==> config.mk <==
export PLATFORM = sky130hd
export DESIGN_NAME = cdb_arbiter
export DESIGN_NICKNAME = d
export VERILOG_FILES = /design/src/rtl/tomasulo_pkg.sv /design/src/rtl/rr_picker.sv /design/src/rtl/cdb_arbiter.sv
export SDC_FILE = /design/constraint.sdc
export NUM_CORES = 1
export LEC_CHECK = 0
export ABC_AREA = 1
export CORE_MARGIN = 4
export CORE_UTILIZATION = 30
export CTS_CLUSTER_SIZE = 20
export DETAILED_ROUTE_END_ITERATION = 8
export PLACE_DENSITY = 0.75
export SLEW_MARGIN = 20
export SYNTH_ARGS = -nofsm -noshare
export SYNTH_HDL_FRONTEND = slang
export SYNTH_HIERARCHICAL = 1
export SYNTH_SLANG_ARGS = --single-unit
==> constraint.sdc <==
create_clock -name Clock -period 1.3 [get_ports Clock]
set_input_delay 0.195 -clock Clock [delete_from_list [all_inputs] [get_ports Clock]]
set_output_delay 0.195 -clock Clock [all_outputs]
set_load 0.005 [all_outputs]
==> src/rtl/tomasulo_pkg.sv <==
// tomasulo_pkg
// Shared definitions for the Tomasulo core: default bus widths, the
// station tag encoding and the value driven on the CDB data lines when no
// station is broadcasting.
// No ports; imported by cdb_arbiter and rr_picker.
package tomasulo_pkg;

  localparam int TAG_W  = 3;
  localparam int DATA_W = 16;

  // Tag 0 means "no producer": an operand tagged FREE_REGISTER is
  // already valid, so a station can never legitimately broadcast it.
  typedef enum logic [TAG_W-1:0] {
    FREE_REGISTER    = 3'd0,
    RES_STATION_ADD1 = 3'd1,
    RES_STATION_ADD2 = 3'd2
  } station_tag_e;

  localparam logic [DATA_W-1:0] SEM_VALOR = 16'hFFF0;

  // Saturating increment used by the optional bus statistics counters.
  function automatic logic [15:0] sat_inc16(input logic [15:0] value);
    return (value == 16'hFFFF) ? value : value + 16'd1;
  endfunction

endpackage

==> src/rtl/rr_picker.sv <==
// rr_picker
// Combinational round-robin selector. Scans the eligible vector starting
// at index prio, wrapping from N_REQ-1 back to 0, and reports the first
// set bit.
// Ports:
//   eligible  in  N_REQ   one bit per requester allowed to win this cycle
//   prio      in  PRIO_W  index with highest priority this cycle
//   winner    out PRIO_W  index of the selected requester (0 if none)
//   found     out 1       at least one requester was eligible
module rr_picker
  import tomasulo_pkg::*;
#(
  parameter int N_REQ  = 2,
  parameter int PRIO_W = 1
) (
  input  logic [N_REQ-1:0]  eligible,
  input  logic [PRIO_W-1:0] prio,
  output logic [PRIO_W-1:0] winner,
  output logic              found
);

  int                idx;
  logic [PRIO_W-1:0] idx_p;

  // Walk the offsets from farthest to nearest so the last hit written is
  // the one closest to prio, which is the round-robin winner.
  always_comb begin
    winner = '0;
    found  = 1'b0;
    idx    = 0;
    idx_p  = '0;
    for (int k = N_REQ - 1; k >= 0; k--) begin
      idx = int'(prio) + k;
      if (idx >= N_REQ) begin
        idx = idx - N_REQ;
      end
      idx_p = PRIO_W'(idx);
      if (eligible[idx_p]) begin
        winner = idx_p;
        found  = 1'b1;
      end
    end
  end

endmodule

==> src/rtl/cdb_arbiter.sv <==
// cdb_arbiter
// Round-robin arbiter and driver for the Common Data Bus. Each cycle one
// finished reservation station is chosen and its tag and result are
// broadcast, registered, for exactly one cycle to register_status and to
// every reservation station.
// Ports:
//   Clock           in   rising-edge clock
//   Reset           in   synchronous, active-high
//   Req             in   N_REQ        station i holds a finished result
//   Req_Tag         in   N_REQ*TAG_W  station i tag at [i*TAG_W +: TAG_W]
//   Req_Data        in   N_REQ*DATA_W station i result at [i*DATA_W +: DATA_W]
//   Grant           out  N_REQ        one-hot pulse to the broadcasting station
//   CDB_Valid       out  1            broadcast valid this cycle
//   Qi_CDB          out  TAG_W        broadcast tag, 0 when idle
//   Qi_CDB_data     out  DATA_W       broadcast value, IDLE_DATA when idle
//   Tag_Error       out  1            sticky: a request carried tag 0
// Optional (macro CDB_STATS_EN defined):
//   Bcast_Count     out  16           saturating count of broadcasts
//   Conflict_Count  out  16           saturating count of cycles with 2+ eligible requesters
module cdb_arbiter
  import tomasulo_pkg::*;
#(
  parameter int                N_REQ     = 2,
  parameter int                TAG_W     = tomasulo_pkg::TAG_W,
  parameter int                DATA_W    = tomasulo_pkg::DATA_W,
  parameter logic [DATA_W-1:0] IDLE_DATA = SEM_VALOR
) (
  input  logic                      Clock,
  input  logic                      Reset,
  input  logic [N_REQ-1:0]          Req,
  input  logic [N_REQ*TAG_W-1:0]    Req_Tag,
  input  logic [N_REQ*DATA_W-1:0]   Req_Data,
  output logic [N_REQ-1:0]          Grant,
  output logic                      CDB_Valid,
  output logic [TAG_W-1:0]          Qi_CDB,
  output logic [DATA_W-1:0]         Qi_CDB_data,
  output logic                      Tag_Error
`ifdef CDB_STATS_EN
  ,
  output logic [15:0]               Bcast_Count,
  output logic [15:0]               Conflict_Count
`endif
);

  localparam int PRIO_W = (N_REQ > 1) ? $clog2(N_REQ) : 1;

  logic [PRIO_W-1:0] prio;
  logic [N_REQ-1:0]  eligible;
  logic [N_REQ-1:0]  tag_zero;
  logic [PRIO_W-1:0] winner;
  logic              found;
  logic [TAG_W-1:0]  win_tag;
  logic [DATA_W-1:0] win_data;

  // A station is skipped if its tag is FREE_REGISTER (a malformed request)
  // or if it was granted last cycle: it needs that cycle to see Grant and
  // drop Req, otherwise it would be broadcast twice.
  always_comb begin
    eligible = '0;
    tag_zero = '0;
    for (int i = 0; i < N_REQ; i++) begin
      tag_zero[i] = Req[i] && (Req_Tag[i*TAG_W +: TAG_W] == TAG_W'(FREE_REGISTER));
      eligible[i] = Req[i] && !tag_zero[i] && !Grant[i];
    end
  end

  rr_picker #(
    .N_REQ  (N_REQ),
    .PRIO_W (PRIO_W)
  ) u_picker (
    .eligible (eligible),
    .prio     (prio),
    .winner   (winner),
    .found    (found)
  );

  // No buffering: the broadcast is taken straight from the winner's inputs.
  assign win_tag  = Req_Tag[int'(winner)*TAG_W +: TAG_W];
  assign win_data = Req_Data[int'(winner)*DATA_W +: DATA_W];

  // Bus output registers and the rotating priority pointer. Priority only
  // advances past a winner; idle cycles leave it where it is.
  always_ff @(posedge Clock) begin
    if (Reset) begin
      Grant       <= '0;
      CDB_Valid   <= 1'b0;
      Qi_CDB      <= '0;
      Qi_CDB_data <= IDLE_DATA;
      Tag_Error   <= 1'b0;
      prio        <= '0;
    end else begin
      Tag_Error <= Tag_Error | (|tag_zero);
      if (found) begin
        Grant       <= N_REQ'(1) << winner;
        CDB_Valid   <= 1'b1;
        Qi_CDB      <= win_tag;
        Qi_CDB_data <= win_data;
        if (int'(winner) == N_REQ - 1) begin
          prio <= '0;
        end else begin
          prio <= winner + PRIO_W'(1);
        end
      end else begin
        Grant       <= '0;
        CDB_Valid   <= 1'b0;
        Qi_CDB      <= '0;
        Qi_CDB_data <= IDLE_DATA;
      end
    end
  end

`ifdef CDB_STATS_EN
  logic conflict;

  // Two or more bits set: clearing the lowest set bit leaves something.
  assign conflict = |(eligible & (eligible - N_REQ'(1)));

  // Saturating bus statistics; they never influence arbitration.
  always_ff @(posedge Clock) begin
    if (Reset) begin
      Bcast_Count    <= '0;
      Conflict_Count <= '0;
    end else begin
      if (found) begin
        Bcast_Count <= sat_inc16(Bcast_Count);
      end
      if (conflict) begin
        Conflict_Count <= sat_inc16(Conflict_Count);
      end
    end
  end
`endif

endmodule

==> flow_metrics.py, run 1 <==
metrics = {
    "route": {
        "vias": 991,
        "wl_microns": 2866,
        "drt_iter0_markers": 41,
        "ant_nets": 0,
        "vias_per_cell": 4.404,
        "drt-pass1-iter-count": 4,
        "post_drt_wl_per_cell_microns": 12.74,
        "drc": 0,
    },
    "clock_tree": {
        "cts.clk_slew.worst_paths_ns": 0.12,
        "root_buffer": "clkbuf_4",
        "cts_sinks": 24,
        "numCtsBuffers": 3,
        "clk_latency_ns": 0.31,
        "clk_path_buf_depth": 2,
        "cts_tree": "yes",
        "postCtsHoldBufs": 0,
        "htree_levels": 1,
    },
    "floorplanning": {
        "initial_core_util_pct": 31.44,
        "die_y_microns": 61.76,
        "dieArea_sq_um": 3814,
        "core_sq_um": 2758,
        "die_x_microns": 61.76,
        "io_pins": 65,
        "placementRows": 19,
    },
    "synthesis": {
        "syn_area_sq_um": 867.1,
        "synth_edf_count": 0,
        "synth_area_per_cell_sq_um": 7.812,
        "yosysTopAreaCellShare_pct": 55.41,
        "ys_ff_latch": 24,
        "ys_seq_area_share_pct": 55.41,
        "synth_cells": 111,
        "yosysTopAreaCell": "dfxtp_1",
        "syn_nets": 153,
        "netlist_top_cells_count": "39 x nor2_1, 24 x dfxtp_1, 24 x nand2_1",
        "yosysWarnings": 6,
        "synth.most_common_cell": "nor2_1",
        "async_flop_share_pct": 0,
        "yosysUniqueCellTypes": 14,
        "synthFlopType": "dfxtp_1",
        "yosys-top-cells-area": "dfxtp_1 55%, nor2_1 17%, nand2_1 10%",
    },
    "sta": {
        "finalSetupViolCount": 3,
        "final.setup.tns_ns": -0.01575,
        "setup_ws_ns": -0.01088,
        "finalMaxSlewViolations": 0,
        "finalCriticalPeriod_ns": 1.311,
        "hold_ws_ns": 0.1911,
        "worst_slew_pin_slew_ns": 0.2546,
        "fmax_mhz": 762.8,
        "maxSlewHeadroom_pct": 83.01,
        "rsz0062_at_grt": "true",
        "finalHoldViolCount": 0,
        "fin_crit_sh_pct": 100.8,
        "skew_ns": 0.009118,
    },
    "power": {
        "power_density_nw_per_um2": 989.8,
        "irDropWorstVdd_v": 0.0007147,
        "power.leakage_nw": 0.8437,
        "power.total_mw": 1.804,
    },
    "worst_setup_path": {
        "crit_path_end_kind": "register",
        "cp-start-kind": "input port",
        "required_ns": 1.52,
        "path_class": "input port to register",
        "crit_fanout": 8,
        "cp.arrival_ns": 1.53,
    },
    "placement": {
        "placed_area_sq_um": 1587,
        "io_buffers": 64,
        "place_ws_ns": -0.5030,
        "gp_congestion": 0.7479,
        "dp_hpwl_microns": 1966,
    },
    "layout": {
        "area_growth_pct": 110.2,
        "insertedDiodeCount": 0,
        "stdcell_area_sq_um": 1823,
        "drive_gt1_share_pct": 32.47,
        "layout.nets": 237,
    },
    "global_route": {
        "grt_max_degree": 15,
        "grt_pass1_wl_microns": 3988,
        "track_usage_pct": 14.30,
        "antenna_found_initial": 0,
        "grt_overflow_total": 0,
        "grt_pass1_vias": 943,
    },
    "job": {
        "maxCapViolations": 0,
    },
    "run_status": {
        "violations": "setup timing",
        "outcome": "finished with violations",
    },
    "hold_path": {
        "hp-class": "input port to register",
    },
}
registers in the layout (all words and copies together) (netlist names):
name and count:
CDB_Valid 1, Grant 2, Tag_Error 1, Qi_CDB_data 16, prio 1, Qi_CDB 3
worst max-delay path, cell delays in order:
cell,delay (ns)
clkdlybuf4s15_1,0.20
nor2_2,0.16
nand2_1,0.08
nand2_2,0.07
nor2_4,0.04
or2_1,0.23
inv_2,0.08
nor2_4,0.04
buf_6,0.14
nand2_8,0.13
inv_8,0.05
nand2_1,0.05
nand2_1,0.05
path summary, 6_finish.rpt:
check | startpoint | to | slack [ns] | cells past startpoint
worst max register to register | Grant[0] | Qi_CDB[0] | 0.01 | 9
worst max-delay path | Req_Tag[0] | Qi_CDB[0] | -0.01 | 13
worst min register to register | prio | prio | 0.50 | 2
worst min-delay path | Req_Tag[3] | Qi_CDB[0] | 0.19 | 4
routing by layer:
layer	wire (microns)	vias to the layer above	track usage (%)
met4	40	0	6.364
met5	0	-	0
met3	311	4	2.479
met1	1025	448	15.59
met2	1489	41	26.76
li1	-	498	-
repair_timing:
action | 4_1_cts | 5_1_grt
resized for setup | 60 | 22
cloned | 2 | 0
setup endpoints to repair | 45 | 21
buffers inserted | 5 | 3
pin swaps | 8 | 8
power breakdown:
group / leakage (nW) / internal, mW / total, mW / switching (mW)
logic: 0.616 / 0.261 / 0.450 / 0.189
registers: 0.200 / 0.802 / 0.822 / 0.0201
clock network: 0.0279 / 0.312 / 0.532 / 0.220
total: 0.844 / 1.38 / 1.80 / 0.429
cell type report:
| type | count | area (sq um) |
|---|---|---|
| clock buffers | 3 | 22.52 |
| clock inverters | 1 | 30.03 |
| fillers | 214 | 934.6 |
| inverters | 11 | 48.80 |
| multi-input cells | 75 | 436.7 |
| flip-flops and latches | 24 | 488.0 |
| well taps | 31 | 38.79 |
| repair buffers | 80 | 758.2 |
stage by stage:
| step | util (%) | instances |
|---|---|---|
| final | 66.11 | 225 |
| after global routing | 66.11 | 225 |
| after CTS | 63.48 | 222 |
| after detailed placement | 57.53 | 211 |
| after global placement | 57.53 | 211 |
| after floorplan | - | 111 |
cell families (layout without fill, tap and decap cells):
logic type / count (synthesis) / after routing / synth area share, %
simple gates: 72 / 73 / 34.92
flops: 24 / 24 / 55.41
buf+inv: 13 / 95 / 7.647
compound gates: 2 / 2 / 2.019
cell usage in the layout, fill, tap and decap left out, types with 5 or more instances in the layout:
master / count
clkdlybuf4s50_1: 33
dlygate4sd2_1: 27
nand2_1: 19
dfxtp_1: 18
nor2_2: 18
nor2_1: 17
buf_4: 13
inv_1: 9
dfxtp_2: 6
nor2_4: 6
nand2_2: 5
No activity file was read; power rests on OpenSTA's default activity.
==> inputs of run 2 (changes only) <==
--- a/config.mk
+++ b/config.mk
@@ -10,8 +10,9 @@
 export CORE_UTILIZATION = 30
 export CTS_CLUSTER_SIZE = 20
 export DETAILED_ROUTE_END_ITERATION = 8
+export HOLD_SLACK_MARGIN = 0.12
 export PLACE_DENSITY = 0.75
-export SLEW_MARGIN = 20
+export SLEW_MARGIN = 40
 export SYNTH_ARGS = -nofsm -noshare
 export SYNTH_HDL_FRONTEND = slang
 export SYNTH_HIERARCHICAL = 1
==> results of run 2 <==
No change in the layout: final DEF, timing and power equal those of run 1.
==> inputs of run 3 (changes only) <==
--- a/config.mk
+++ b/config.mk
@@ -12,7 +12,6 @@
 export DETAILED_ROUTE_END_ITERATION = 8
 export HOLD_SLACK_MARGIN = 0.12
 export PLACE_DENSITY = 0.75
-export SLEW_MARGIN = 40
 export SYNTH_ARGS = -nofsm -noshare
 export SYNTH_HDL_FRONTEND = slang
 export SYNTH_HIERARCHICAL = 1
==> results of run 3 <==
No change in the layout: final DEF, timing and power equal those of run 1.
